<file path="config.mk">
export PLATFORM = sky130hd
export DESIGN_NAME = midi_tx_gen
export DESIGN_NICKNAME = d
export VERILOG_FILES = /design/src/rtl/midi_tx_gen.sv
export SDC_FILE = /design/constraint.sdc
export NUM_CORES = 1
export LEC_CHECK = 0
export BUFFER_PORTS_ARGS = -buffer_cell sky130_fd_sc_hd__buf_4
export CAP_MARGIN = 10
export CORE_MARGIN = 2
export CORE_UTILIZATION = 61
export CTS_CLUSTER_SIZE = 28
export DETAILED_ROUTE_END_ITERATION = 7
export GPL_TIMING_DRIVEN = 0
export PLACE_DENSITY = 0.88
export SKIP_LAST_GASP = 1
export SLEW_MARGIN = 20
export SYNTH_ARGS = -nofsm -noshare
export SYNTH_HDL_FRONTEND = slang
export SYNTH_SLANG_ARGS = --single-unit
</file>
<file path="constraint.sdc">
create_clock -name clk -period 4.51 [get_ports clk]
set_input_delay 0.2255 -clock clk [delete_from_list [all_inputs] [get_ports clk]]
set_output_delay 0.2255 -clock clk [all_outputs]
set_load 0.01 [all_outputs]
</file>
<file path="src/rtl/midi_tx_gen.sv">
// MIDI serial transmitter: pops bytes from a FIFO and sends 8N1/8N2 frames on midi_tx.
// Optional running-status suppression is enabled with `define MIDI_TX_RUNNING_STATUS_EN.
module midi_tx_gen #(
  parameter int CLKS_PER_BIT = 4,
  parameter int STOP_BITS    = 1,
  parameter int GAP_BITS     = 0
) (
  input  logic       clk,
  input  logic       rst,
  input  logic       tx_en,
  input  logic [7:0] fifo_data,
  input  logic       fifo_empty_n,
  output logic       fifo_rd,
  output logic       midi_tx,
  output logic       busy,
  output logic       frame_done
);
  localparam int CW = $clog2(CLKS_PER_BIT * 2);
  localparam logic [CW-1:0] C_LAST = CW'(CLKS_PER_BIT - 1);
  localparam logic [CW-1:0] C_PRE  = CW'(CLKS_PER_BIT - 2);
  localparam logic [2:0]    S_LAST = 3'(STOP_BITS - 1);
  localparam logic [3:0]    G_LAST = 4'((GAP_BITS > 0) ? GAP_BITS - 1 : 0);

  typedef enum logic [2:0] {IDLE, FETCH, START, DATA, STOP, GAP} state_t;

  state_t        state;
  logic [CW-1:0] cnt;
  logic [2:0]    bcnt;
  logic [3:0]    gcnt;
  logic [7:0]    sr;
  logic          bit_end;
  logic          suppress;

  assign bit_end = (cnt == C_LAST);
  // Pop strobe is decoded from IDLE so the byte is on fifo_data during FETCH.
  assign fifo_rd = !rst && (state == IDLE) && tx_en && fifo_empty_n;

`ifdef MIDI_TX_RUNNING_STATUS_EN
  logic [7:0] last_status;
  assign suppress = fifo_data[7] && (fifo_data[7:4] != 4'hF) && (fifo_data == last_status);

  always_ff @(posedge clk) begin
    if (rst) last_status <= 8'h00;
    else if (state == FETCH) begin
      if (fifo_data[7] && fifo_data[7:4] != 4'hF) last_status <= fifo_data;
      else if (fifo_data[7:3] == 5'b11110)        last_status <= 8'h00;
    end
  end
`else
  assign suppress = 1'b0;
`endif

  always_ff @(posedge clk) begin
    if (rst) begin
      state      <= IDLE;
      cnt        <= '0;
      bcnt       <= '0;
      gcnt       <= '0;
      sr         <= 8'hFF;
      midi_tx    <= 1'b1;
      busy       <= 1'b0;
      frame_done <= 1'b0;
    end else begin
      frame_done <= 1'b0;
      case (state)
        IDLE: if (fifo_rd) begin
          state <= FETCH;
          busy  <= 1'b1;
        end
        FETCH: if (suppress) begin
          state <= IDLE;
          busy  <= 1'b0;
        end else begin
          sr      <= fifo_data;
          midi_tx <= 1'b0;
          cnt     <= '0;
          state   <= START;
        end
        START: if (bit_end) begin
          cnt     <= '0;
          bcnt    <= '0;
          midi_tx <= sr[0];
          state   <= DATA;
        end else cnt <= cnt + 1'b1;
        DATA: if (bit_end) begin
          cnt <= '0;
          if (bcnt == 3'd7) begin
            bcnt    <= '0;
            midi_tx <= 1'b1;
            state   <= STOP;
          end else begin
            bcnt    <= bcnt + 1'b1;
            midi_tx <= sr[1];
            sr      <= {1'b1, sr[7:1]};
          end
        end else cnt <= cnt + 1'b1;
        STOP: begin
          // Registered pulse: set one cycle early so it lands on the last stop cycle.
          if (bcnt == S_LAST && cnt == C_PRE) frame_done <= 1'b1;
          if (bit_end) begin
            cnt <= '0;
            if (bcnt == S_LAST) begin
              bcnt <= '0;
              if (GAP_BITS > 0) begin
                gcnt  <= '0;
                state <= GAP;
              end else begin
                state <= IDLE;
                busy  <= 1'b0;
              end
            end else bcnt <= bcnt + 1'b1;
          end else cnt <= cnt + 1'b1;
        end
        GAP: if (bit_end) begin
          cnt <= '0;
          if (gcnt == G_LAST) begin
            gcnt  <= '0;
            state <= IDLE;
            busy  <= 1'b0;
          end else gcnt <= gcnt + 1'b1;
        end else cnt <= cnt + 1'b1;
        default: state <= IDLE;
      endcase
    end
  end
endmodule
</file>
-- Yosys cells after proc, flatten, opt, wreduce, memory -nomap -nowiden
Cells that the tools add are included.
- flip-flop bits (word level): 24
- input port bits: 12
- output and inout bits: 4
- logic and storage cells: 82
- add/sub/neg operators: 3
- equal/unequal tests: 17
- mux-type cells: 32
- bitwise operators: 1
- reductions and logical operators: 21
- operators by type and width (operator ; number):
    two-way mux 3 bit ; 14
    != test 2 bit, second input constant ; 9
    case mux 3 bit (6 select lines) ; 1
    two-way mux 8 bit ; 2
    case mux 8 bit (2 select lines) ; 1
    == test 3 x 2 -> 1 bit, second input constant ; 4
    == test 3 bit, second input constant ; 3
    two-way mux 1 bit ; 9
    case mux 3 bit (3 select lines) ; 1
    nonzero test 3 bit ; 3
    AND reduction 8 bit ; 1
    adder 3 x 1 -> 3 bit, second input constant ; 2
    zero test 3 bit ; 2
    case mux 1 bit (3 select lines) ; 2
    case mux 3 bit (2 select lines) ; 1
    AND reduction 3 bit ; 2
    AND reduction 6 bit ; 1
    adder 4 x 1 -> 4 bit, second input constant ; 1
    logical AND 1 bit ; 4
    zero test 4 bit ; 1
    two-way mux 4 bit ; 1
    AND reduction 4 bit ; 1
    nonzero test 2 bit ; 2
    OR reduction 4 bit ; 1
    5 further kinds ; 5

-- Depth between registers and ports, before layout
- word-level depth: 6
- mapped depth: 7
- depth with buffers taken out: 6

-- Worst setup path before layout
Ideal clock, no wire load.
- path kind: flip-flop to flip-flop
- start point: register bcnt[0]
- end point: register sr[0]
- library setup time: 120 ps
- data arrival time: 1459 ps
- required time: 4390 ps
- slack: 2931 ps
- stages on the path, launching flop included: 7
- buffers on the path: 1
- clock period less this slack: 1579 ps
- cells stage by stage: dfxtp_1 ha_1 ha_1 nor3b_1 o21ai_2 buf_6 a211o_1
- cells in the longest elaborated chain, start to end: 3
- RTL lines (element ; RTL line ; source):
    start, declared ; 28 ; logic [2:0] bcnt;
    start signal, assigned ; 92 ; bcnt <= bcnt + 1'b1;
    start signal, assigned ; 111 ; end else bcnt <= bcnt + 1'b1;
    == test 3 bit ; 87 ; if (bcnt == 3'd7) begin
    != test 2 bit (no source line) ; n/a ;
    AND reduction 3 bit (no source line) ; n/a ;
    end signal, assigned ; 74 ; sr <= fifo_data;
    end signal, assigned ; 94 ; sr <= {1'b1, sr[7:1]};
    end, declared ; 30 ; logic [7:0] sr;
Every way passes these cells.
A chain may end at the register's enable or synchronous reset.

-- Worst setup path after layout
- start point: register bcnt[0]
- end point: register sr[4]
Same word-level chain as after synthesis.

==> results.cfg <==
[clock_network]
tritoncts = built
post-cts-setup-buffer-count = 0
clockBufferDepth = 2
clock_latency_ns = 0.32
cts_max_level = 1
clock_sinks = 24
cts_buffers = 3
clk_pin_slew_ns = 0.13
cts_hold_buf = 0
cts-resized-gates = 0
cts_root_buf = clkbuf_4

[synth]
netlist_top_cells_count = dfxtp_1 (24), a21oi_1 (16), nor2_1 (13), nand2_1 (11), nand3_1 (11)
synth_seq_cells = 24
synthesis.nets = 185
async_flop_share = 0
yosys.area.top_type = dfxtp_1
synth_top_cell_area_share = 0.347
postSynthCellCount = 166
ys_warn_count = 0
synthFlopType = dfxtp_1
syn_area_per_cell_um2 = 8.34
yosysMostFrequentCell = dfxtp_1
netlist_top_cells_area = dfxtp_1 (35%), ha_1 (6.3%), a21oi_1 (5.8%)
ys_types = 38
ys_seq_area_frac = 0.347
synth_edf_count = 0
netlist_area_um2 = 1390

[pwr]
vdd_ir_drop_max_uv = 298
power.total_mw = 0.671
p_leak_nw = 0.614
power_density_nw_per_um2 = 429

[drt]
drc_errors = 0
via_per_inst = 5.98
dr_total_vias = 1267
drt-initial-drc-count = 37
wl_per_cell_um = 13.8
drt-total-wl_mm = 2.93
ant_nets = 0
drt-pass1-iter-count = 4

[placement]
dp_hpwl_mm = 2.19
io_buffers = 14
place_congestion = 0.818

[floorplan]
dieHeight_um = 51.7
start_util = 0.638
num_rows = 17
pin_count = 16
die_w_um = 51.7
core_area_um2 = 2170
die_area_um2 = 2670

[sta]
maxSlewHeadroom = 0.684
fmax_ghz = 0.565
finClkSkew_ns = 0.00252
slew_violations = 0
setup_violations = 0
fin_crit_ns = 1.77
hold_viol = 0
rsz0062_at_grt = no
setup_tns_ns = 0
worst_slew_pin_slew_ns = 0.473
min_period_over_period = 0.392

[global_routing]
grt-ovfl-total = 0
grt_antenna_before_repair = 0
grt_max_degree = 14
grt_pass1_vias = 1229
grt_pass1_wl_mm = 5.15
track_usage = 0.253

[final_layout]
n_fill_cell = 172
syn2layout_area_growth_pct = 12.7
final_nets = 204
drive_gt1_frac = 0.196
antennaDiodeCount = 0
regArea_um2 = 480
utilization = 0.720
multi_input_area_um2 = 793

[job]
maxCapViolations = 0

[run_status]
status = finished, final reports clean

[setup_path]
crit_type = register to register
critical_path.max_fanout = 10
setup.worst_path.start = bcnt[0]
cp-end-kind = register
crit_required_ns = 4.74
worstSetupStartpointType = register
worst_ep_arrival_time_ns = 1.99
reg2reg_from = bcnt[0]
regToRegSetupSlack_ns = 2.74

[worst_hold_path]
hp-class = primary input to register
min_from = fifo_data[7]
power by group:
part	internal [mW]	switching (mW)	total [mW]	leakage [nW]
combinational	0.123	0.152	0.275	0.398
sequential	0.254	0.0264	0.280	0.196
clock	0.0494	0.0660	0.115	0.0210
cell type report:
cell class              count  area share
repair buffers             14      0.0673
flip-flops and latches     24       0.308
multi-input cells         121       0.508
clock buffers               4      0.0232
well taps                  28      0.0224
inverters                   8      0.0192
plain buffers              13      0.0521
per-stage QoR:
step	hold WS [ns]	area, um^2	worst slack [ns]	instances
after floorplan	0.379	1390	2.93	166
after detailed placement	0.449	1530	2.74	208
after global routing	0.177	1560	2.63	212
final	0.141	1560	2.74	212
after CTS	0.141	1560	2.72	212
after global placement	0.447	1530	2.80	208
kinds of logic (layout without fill, tap and decap cells):
logic type                 after synthesis  in the layout  synth area share
AOI/OAI and AO/OA                       46             46             0.234
xor gates and xnor gates                 1              1           0.00632
adders and majority gates                7              7            0.0632
buffers and inverters                   21             39            0.0804
DFF                                     24             24             0.347
muxes                                    2              2            0.0145
and+or+nand+nor                         65             65             0.255
critical path: stages, from the launching register on:
cell and delay (ns):
dfxtp_1 0.39, ha_1 0.16, ha_1 0.27, nor3b_1 0.09, o21ai_2 0.26, buf_6 0.18
a21oi_1 0.06, a211o_1 0.26
state kept, by name, summed over array words and instances (netlist names):
| signal | count |
|---|---|
| frame_done | 1 |
| cnt | 3 |
| busy | 1 |
| state | 3 |
| bcnt | 3 |
| sr | 8 |
| gcnt | 4 |
| midi_tx | 1 |
layer usage:
layer / vias to the layer above / wire length (um) / global-route usage
li1: 631 / - / -
met1: 601 / 1300 / 0.301
met2: 28 / 1480 / 0.449
met3: 7 / 100 / 0.0287
met4: 0 / 47 / 0.123
met5: - / 0 / 0
placed cells by master (no fill, tap or decap), drive strengths merged:
cell	Yosys	layout
o2bb2ai	2	2
nand4	1	1
dfxtp	24	24
nor3	6	6
nor4	2	2
nand2	11	11
nand3	11	11
o22ai	1	1
nand3b	4	4
clkbuf	4	8
ha	7	7
or3b	1	1
a2111oi	3	3
xnor2	1	1
a211o	7	7
buf	9	23
a211oi	4	4
a21oi	16	16
a311oi	1	1
and4	1	1
a32oi	1	1
o21ai	9	9
nor3b	5	5
nand2b	3	3
inv	8	8
o2111ai	1	1
mux2i	2	2
nor2	14	14
o21bai	1	1
nor2b	6	6
path summary, 6_finish.rpt:
kind | endpoint | depth (start not counted)
hold reg to reg | sr[2] | 1
hold / removal | sr[7] | 3
setup / recovery | sr[4] | 7
setup reg to reg | sr[4] | 7
Power figures use the tool's default switching activity.
